$ cat config.mk
export PLATFORM = sky130hd
export DESIGN_NAME = rom_stream_writer_flat
export DESIGN_NICKNAME = d
export VERILOG_FILES = /design/src/rtl/iosys_pkg.sv /design/src/rtl/rom_stream_writer_if.sv /design/src/rtl/sync_fifo.sv /design/src/rtl/rom_stream_writer.sv /design/src/flat_wrapper.sv
export SDC_FILE = /design/constraint.sdc
export NUM_CORES = 1
export LEC_CHECK = 0
export ABC_CLOCK_PERIOD_IN_PS = 20300
export CORE_ASPECT_RATIO = 1.75
export CORE_UTILIZATION = 25
export DETAILED_ROUTE_END_ITERATION = 6
export PLACE_DENSITY = 0.44
export SYNTH_ARGS = -nofsm -noshare
export SYNTH_HDL_FRONTEND = slang
export SYNTH_SLANG_ARGS = --single-unit
$ cat constraint.sdc
create_clock -name wclk -period 20.3 [get_ports wclk]
set_input_delay 6.09 -clock wclk [delete_from_list [all_inputs] [get_ports wclk]]
set_output_delay 6.09 -clock wclk [all_outputs]
set_load 0.05 [all_outputs]
$ cat src/rtl/iosys_pkg.sv
// Shared iosys definitions: loader FSM encodings and the SDRAM write entry layout.
package iosys_pkg;
    localparam logic [1:0] ST_IDLE  = 2'd0;
    localparam logic [1:0] ST_LOAD  = 2'd1;
    localparam logic [1:0] ST_FLUSH = 2'd2;

    localparam int ADDR_W  = 23;
    localparam int DATA_W  = 16;
    localparam int DS_W    = 2;
    localparam int ENTRY_W = ADDR_W + DATA_W + DS_W;

    typedef struct packed {
        logic [ADDR_W-1:0] addr;
        logic [DATA_W-1:0] data;
        logic [DS_W-1:0]   ds;
    } wr_entry_t;

    // Word address of a byte position inside the masked ROM region.
    function automatic logic [ADDR_W-1:0] word_addr(input logic [23:0] count, input logic [23:0] mask);
        return ADDR_W'(count & mask & 24'hFF_FFFE);
    endfunction
endpackage

$ cat src/rtl/rom_stream_writer_if.sv
// SDRAM write port: level request held with its payload until sd_wait is low.
interface rom_stream_writer_if;
    logic [22:0] sd_addr;
    logic [15:0] sd_din;
    logic [1:0]  sd_ds;
    logic        sd_wr;
    logic        sd_wait;

    modport master (output sd_addr, sd_din, sd_ds, sd_wr, input sd_wait);
    modport slave  (input sd_addr, sd_din, sd_ds, sd_wr, output sd_wait);
endinterface

$ cat src/rtl/sync_fifo.sv
// Register-array FIFO with registered full/empty; head is read straight from the array.
module sync_fifo #(
    parameter int WIDTH = 41,
    parameter int DEPTH = 8
) (
    input  logic             wclk,
    input  logic             reset,
    input  logic             clr,
    input  logic             push,
    input  logic             pop,
    input  logic [WIDTH-1:0] din,
    output logic [WIDTH-1:0] dout,
    output logic             full,
    output logic             empty
);
    localparam int AW = $clog2(DEPTH);

    logic [DEPTH-1:0][WIDTH-1:0] mem;
    logic [AW-1:0] wr_ptr, rd_ptr;
    logic [AW:0]   count, count_nxt;
    logic          do_push, do_pop;

    // A pop frees a slot in the same cycle, so a push at full still lands.
    assign do_pop  = pop && !empty;
    assign do_push = push && (!full || do_pop);
    assign dout    = mem[rd_ptr];

    always_comb begin
        count_nxt = count;
        if (do_push && !do_pop)
            count_nxt = count + 1'b1;
        else if (!do_push && do_pop)
            count_nxt = count - 1'b1;
    end

    always_ff @(posedge wclk or posedge reset) begin
        if (reset) begin
            mem    <= '0;
            wr_ptr <= '0;
            rd_ptr <= '0;
            count  <= '0;
            full   <= 1'b0;
            empty  <= 1'b1;
        end else if (clr) begin
            wr_ptr <= '0;
            rd_ptr <= '0;
            count  <= '0;
            full   <= 1'b0;
            empty  <= 1'b1;
        end else begin
            if (do_push) begin
                mem[wr_ptr] <= din;
                wr_ptr      <= wr_ptr + 1'b1;
            end
            if (do_pop)
                rd_ptr <= rd_ptr + 1'b1;
            count <= count_nxt;
            full  <= (count_nxt == (AW+1)'(DEPTH));
            empty <= (count_nxt == '0);
        end
    end
endmodule

$ cat src/rtl/rom_stream_writer.sv
// Packs the iosys ROM byte stream into 16-bit SDRAM writes inside a masked region.
module rom_stream_writer
    import iosys_pkg::*;
#(
    parameter int FIFO_DEPTH = 8
) (
    input  logic                 wclk,
    input  logic                 reset,
    input  logic                 rom_loading,
    input  logic [7:0]           rom_do,
    input  logic                 rom_do_valid,
    input  logic [23:0]          rom_mask,
    rom_stream_writer_if.master  sd,
    output logic                 busy,
    output logic                 done,
    output logic [23:0]          byte_count,
    output logic                 overflow
);
    logic [1:0] state;
    logic       load_q;
    logic [7:0] low;
    logic       push_vld;
    wr_entry_t  push_ent, head;
    logic       fifo_full, fifo_empty;
    logic       rise, fall, pop, flush_done;

    assign rise       = rom_loading && !load_q;
    assign fall       = !rom_loading && load_q;
    assign pop        = !fifo_empty && !sd.sd_wait;
    assign flush_done = (state == ST_FLUSH) && fifo_empty && !push_vld;
    assign done       = flush_done && !rise;
    assign busy       = (state != ST_IDLE);

    assign sd.sd_addr = head.addr;
    assign sd.sd_din  = head.data;
    assign sd.sd_ds   = head.ds;
    assign sd.sd_wr   = !fifo_empty;

    always_ff @(posedge wclk or posedge reset) begin
        if (reset) begin
            state      <= ST_IDLE;
            load_q     <= 1'b0;
            low        <= '0;
            push_vld   <= 1'b0;
            push_ent   <= '0;
            byte_count <= '0;
            overflow   <= 1'b0;
        end else begin
            load_q   <= rom_loading;
            push_vld <= 1'b0;
            if (push_vld && fifo_full && !pop)
                overflow <= 1'b1;
            // A new load window wins over everything, including a pending push.
            if (rise) begin
                state      <= ST_LOAD;
                low        <= '0;
                byte_count <= '0;
                overflow   <= 1'b0;
            end else begin
                case (state)
                    ST_LOAD: begin
                        if (rom_do_valid) begin
                            byte_count <= byte_count + 24'd1;
                            if (byte_count[0]) begin
                                push_vld <= 1'b1;
                                push_ent <= '{addr: word_addr(byte_count, rom_mask),
                                              data: {rom_do, low}, ds: 2'b11};
                            end else begin
                                low <= rom_do;
                                if (fall) begin
                                    push_vld <= 1'b1;
                                    push_ent <= '{addr: word_addr(byte_count, rom_mask),
                                                  data: {8'h00, rom_do}, ds: 2'b01};
                                end
                            end
                        end else if (fall && byte_count[0]) begin
                            push_vld <= 1'b1;
                            push_ent <= '{addr: word_addr(byte_count, rom_mask),
                                          data: {8'h00, low}, ds: 2'b01};
                        end
                        if (fall)
                            state <= ST_FLUSH;
                    end
                    ST_FLUSH: if (flush_done) state <= ST_IDLE;
                    default:  state <= ST_IDLE;
                endcase
            end
        end
    end

    sync_fifo #(.WIDTH(ENTRY_W), .DEPTH(FIFO_DEPTH)) u_fifo (
        .wclk  (wclk),
        .reset (reset),
        .clr   (rise),
        .push  (push_vld),
        .pop   (pop),
        .din   (push_ent),
        .dout  (head),
        .full  (fifo_full),
        .empty (fifo_empty)
    );
endmodule
$ cat src/flat_wrapper.sv
// flat-port wrapper written by rule: the top's interface ports become plain ports
module rom_stream_writer_flat import iosys_pkg::*;
#(
    parameter int FIFO_DEPTH = 8
)
  (wclk, reset, rom_loading, rom_do, rom_do_valid, rom_mask, busy, done, byte_count, overflow, sd_sd_addr, sd_sd_din, sd_sd_ds, sd_sd_wr, sd_sd_wait);
  rom_stream_writer_if sd_i ();
  input  logic wclk;
  input  logic reset;
  input  logic rom_loading;
  input  logic [7:0] rom_do;
  input  logic rom_do_valid;
  input  logic [23:0] rom_mask;
  output logic busy;
  output logic done;
  output logic [23:0] byte_count;
  output logic overflow;
  output wire logic [$bits(sd_i.sd_addr)-1:0] sd_sd_addr;
  output wire logic [$bits(sd_i.sd_din)-1:0] sd_sd_din;
  output wire logic [$bits(sd_i.sd_ds)-1:0] sd_sd_ds;
  output wire logic [$bits(sd_i.sd_wr)-1:0] sd_sd_wr;
  input wire logic [$bits(sd_i.sd_wait)-1:0] sd_sd_wait;
  assign sd_sd_addr = sd_i.sd_addr;
  assign sd_sd_din = sd_i.sd_din;
  assign sd_sd_ds = sd_i.sd_ds;
  assign sd_sd_wr = sd_i.sd_wr;
  assign sd_i.sd_wait = sd_sd_wait;
  rom_stream_writer #(.FIFO_DEPTH(FIFO_DEPTH)) u_core (.wclk(wclk), .reset(reset), .rom_loading(rom_loading), .rom_do(rom_do), .rom_do_valid(rom_do_valid), .rom_mask(rom_mask), .sd(sd_i), .busy(busy), .done(done), .byte_count(byte_count), .overflow(overflow));
endmodule
== Word-level counts from Yosys, hierarchy flattened ==
Index checks and enable logic that the tools add are counted.
Cells by class
  bitwise operators: 2
  mux-type cells: 37
  reductions and logical operators: 38
  eq/ne operators: 7
  add/subtract/negate cells: 5
  magnitude comparators: 3
Operators by type and width (number)
  $bwmux W328: 1
  $mux W41: 6
  $bmux W41 S3: 1
  $demux W41 S3: 1
  $mux W24: 3
  $mux W8: 4
  $add A24 B1 Y24 const B: 1
  $and A23 B23 Y23: 1
  $logic_and A1 B1 Y1: 14
  $reduce_bool A2 Y1: 7
  $mux W3: 4
  $mux W4: 3
  $logic_not A1 Y1: 10
  $mux W1: 10
  $ne A3 B1 Y1 const B: 3
  $lt A3 B4 Y1 const B: 2
  $add A3 B1 Y3 const B: 2
  $mux W2: 3
  $reduce_and A2 Y1: 3
  $add A4 B1 Y4 const B: 1
  $eq A4 B4 Y1 const B: 1
  $logic_not A4 Y1: 1
  $pmux W2 S2: 1
  $reduce_and A4 Y1: 1
  other kinds (8): 8
Word-level totals
  input bits: 37
  register bits: 418

== Depth between registers and ports, before layout ==
  word-level depth: 11
  gate-level depth with buffers: 8
  mapped depth without buffers: 6

== Modules after synthesis ==
Synthesis repeated with hierarchy kept, for this count alone.
Second synthesis, totals
  cells, all modules: 1251
  area, all modules: 18675.4 um^2
By module, submodules not included
  sync_fifo: area each 15279.7 um^2, sequential area each 8509.4 um^2, cells an instance 918, times used 1
  rom_stream_writer: area each 3395.8 um^2, sequential area each 1926.8 um^2, cells an instance 333, times used 1

== Worst setup path before layout ==
OpenSTA, ideal clock, no wires.
  path type: in2out
  from: input rom_loading
  to: output done
  data arrival time: 7932 ps
  path slack: 6278 ps
  stages: 3
  required time: 14210 ps
  cells stage by stage: nor2b_1 -> clkbuf_1 -> nor4_1
On the way
  cells in the longest elaborated chain, start to end: 3
RTL lines
  start, declared: line flat_wrapper.sv:10  | input logic rom_loading;
  $logic_and A1 B1 Y1: line rom_stream_writer.sv:27  | assign rise = rom_loading && !load_q;
  $logic_not A1 Y1: line rom_stream_writer.sv:31  | assign done = flush_done && !rise;
  $logic_and A1 B1 Y1: line rom_stream_writer.sv:31
  end, declared: line flat_wrapper.sv:15  | output logic done;
No other way between the ends.

== Worst setup path after layout ==
Same ends and word-level chain as after synthesis.

==> impl_metrics.csv <==
group,metric,value,unit
status,status,"finished with violations",
status,violations,"design-rule violations",
layout,antennaDiodeCount,0,
synthesis,ys_types,52,
grt,grt_antenna_before_repair,0,
cts,cts_resized,0,
worst_hold_path,holdPathEnd,"u_core.u_fifo.mem[115]$_DFFE_PP0P_",
synthesis,synth_xor_area_share,1.39,%
routing,vias,10473,
synthesis,synth_seq_area_share,55.8,%
routing,routedWlPerCell,21.8,um
place,dp.cells,2198,
cts,clock_sinks,409,
job,cap_violations,0,
synthesis,synth_simple_gate_area_share,4.99,%
synthesis,synthAdderAreaFrac,0.341,%
sta,hold_ws,0.478,ns
synthesis,yosys.area.top_type,"dfrtp_1",
setup_path,path_cells,"clkdlybuf4s50_1, nor2b_4, buf_4, nor4_1, clkdlybuf4s50_1",
sta,final.setup.tns,0,ns
power_and_ir_drop,p_per_area,104,mW/mm^2
worst_hold_path,whs_path_depth,1,
sta,max_freq,0.0699,GHz
cts,cts_tree,"yes",
layout,finalNonFillerCells,2275,
sta,skew,0.0126,ns
cts,ctsHoldBuffers,0,
synthesis,synth_fp_nets,1261,
cts,htree_levels,2,
setup_path,cp-startpoint,"rom_loading",
synthesis,yosys_warnings,0,
synthesis,synthCells,1219,
synthesis,yosysMostFrequentCell,"dfrtp_1",
floorplanning,dieArea,0.0745,mm^2
grt,first_global_vias,11537,
power_and_ir_drop,power.leakage,10.1,nW
cts,cts-root-buf,"clkbuf_16",
floorplanning,die_w,207,um
sta,slew_violations,0,
setup_path,crit-reg2reg-launch,"u_core.load_q$_DFF_PP0_",
power_and_ir_drop,power,2.26,mW
layout,drive_above_1_share,39.6,%
sta,relSlewSlack,20.9,%
cts,numCtsBuffers,42,
place,dpl_cell_area,0.0204,mm^2
worst_hold_path,min-delay-start,"u_core.u_fifo.mem[115]$_DFFE_PP0P_",
place,dp_hpwl,29.5,mm
routing,drtAntennaViolNets,0,
routing,drc,5,
synthesis,synth_commonest_cells,"408 x dfrtp_1, 299 x mux2_2, 80 x mux4_2",
sta,setup_violations,0,
setup_path,crit_path_max_fanout,39,
synthesis,syn_area,0.0183,mm^2
setup_path,critPathMaxStageDelay,0.86,ns
routing,post_drt_via_cell_ratio,4.60,
synthesis,synth_mux_area_share,33.2,%
synthesis,synth_edf_count,0,
floorplanning,die_h,360,um
routing,drt_wl_total,49.6,mm
layout,final_area,0.0218,mm^2
place,port_buffers,102,
layout,area_delta_synth_final,19.1,%
synthesis,synth_ff_type,"dfrtp_1",
cts,clkLatencyLatePin,0.56,ns
setup_path,ff2ff_path_depth,5,
setup_path,critPathLaunchType,"input port",
synthesis,synth.avg_cell_area,15.0,um^2
setup_path,end_kind,"primary output",
sta,worst_slew_pin_slew,1.18,ns
cts,post_cts_buffers,0,
sta,period_minus_slack,14.30,ns
grt,grt_pass1_wl,77.2,mm
cts,cts_max_path_buffers,3,
synthesis,synth_seq_cells,409,
grt,grt_max_degree,127,
worst_hold_path,hold_path_class,"flop to flop",
synthesis,synth_top_family_by_area,"multiplexers",
floorplanning,core_area,0.0728,mm^2
setup_path,crit_path_frequent_cell,"clkdlybuf4s50_1",
routing,drt_pass1_iterations,7,
place,gp_congestion,0.716,
setup_path,required,14.21,ns
synthesis,synth_area_leaders,"dfrtp_1 56%, mux2_2 18%, mux4_2 9.8%, mux2_4 3.3%, nand2_1 1.5%",
grt,grt_overflow,0,
synthesis,synth_async_sr_flop_share,100,%
setup_path,crit_slowest_cell,"clkdlybuf4s50_1",
layout,finalNetCount,1353,
setup_path,reg2reg_slack,16.65,ns
sta,min_period_over_period,70.4,%
floorplanning,start_util,25.2,%
cts,clk_pin_slew,0.06,ns
grt,track_usage,13.9,%
floorplanning,row_count,131,
setup_path,reg2reg_to,"u_core.u_fifo.mem[44]$_DFFE_PP0P_",
synthesis,netlist.area_leader.share,55.7,%
floorplanning,io_pins,106,
sta,rsz0062_at_grt,"no",
power_and_ir_drop,ir_worst_vdd,0.0000627,V
setup_path,critical_path_class,"input port to primary output",
synthesis,synth_compound_area_share,2.08,%
setup_path,cp.arrival,8.21,ns
sta,hold_violations,0,
routing,drt_iter0_markers,444,
-- cells by family after synthesis --
logic type / Yosys count
AND/OR/NAND/NOR: 190
flip-flops: 409
buffers and inverters: 84
other: 1
AO/OA/AOI/OAI: 53
multiplexers: 448
XOR/XNOR: 29
adder cells (fa/ha/maj): 5
-- cell usage in the layout (no fill, tap or decap), types with 16 or more instances in the layout --
master and n:
a22o_1 16, buf_4 21, clkbuf_16 45, clkdlybuf4s50_1 102, dfrtp_1 405, mux2_1 21, mux2_2 299, mux2_4 40
mux4_2 80, nand2_1 72, nand3_1 35, nor2_1 37, xor2_1 18
-- stage by stage --
step / setup slack (ns) / util [%]
floorplan: 2.83 / -
global placement: 5.93 / 28.0
detailed placement: 5.97 / 28.0
CTS: 5.97 / 30.0
global route: 5.84 / 30.0
finish: 6.00 / 30.0
-- sequential cells by signal, summed over array words and instances, names as in the netlist, 2 cells and up --
signal / cells
u_core.u_fifo.mem: 320
u_core.push_ent: 40
u_core.byte_count: 24
u_core.low: 8
u_core.u_fifo.count: 4
u_core.u_fifo.rd_ptr: 3
u_core.u_fifo.wr_ptr: 3
u_core.state: 2
-- report_power, final --
group | leakage (nW) | internal [mW] | switching [mW] | total (mW)
registers | 5.65 | 0.884 | 0.121 | 1.00
logic | 3.76 | 0.212 | 0.240 | 0.452
clock network | 0.720 | 0.477 | 0.331 | 0.808
-- cell type report --
| cell class | count | area, um^2 |
|---|---|---|
| Fill cell | 7356 | 50900 |
| Timing Repair Buffer | 123 | 1180 |
| Clock inverter | 12 | 113 |
| Multi-Input combinational cell | 726 | 7770 |
| Clock buffer | 65 | 1330 |
| Tap cell | 931 | 1160 |
| Inverter | 9 | 41.3 |
| Sequential cell | 409 | 10200 |
-- worst max-delay path by stage --
stage | endpoint | slack, ns
2_1_floorplan | u_core.byte_count[0]$_DFFE_PP0P_ | 2.83
3_3_place_gp | done | 5.93
3_5_place_dp | done | 5.97
4_1_cts | done | 5.97
5_1_grt | done | 5.84
6_report | done | 6.00
-- per-layer routing --
metal | GRT usage (%) | wire (um) | vias to the layer above | part of all wire, %
met5 | 0 | 0 | - | 0
met4 | 4.81 | 1470 | 0 | 3.0
met3 | 1.50 | 1100 | 54 | 2.2
met2 | 24.1 | 25900 | 123 | 52
met1 | 17.5 | 21100 | 5676 | 43
li1 | - | - | 4620 | -
-- worst max-delay path, delay by kind of cell --
family | cells | cell delay, ns
buffers and inverters | 3 | 1.65
AND/OR/NAND/NOR | 2 | 0.46
Power figures use the tool's default switching activity.
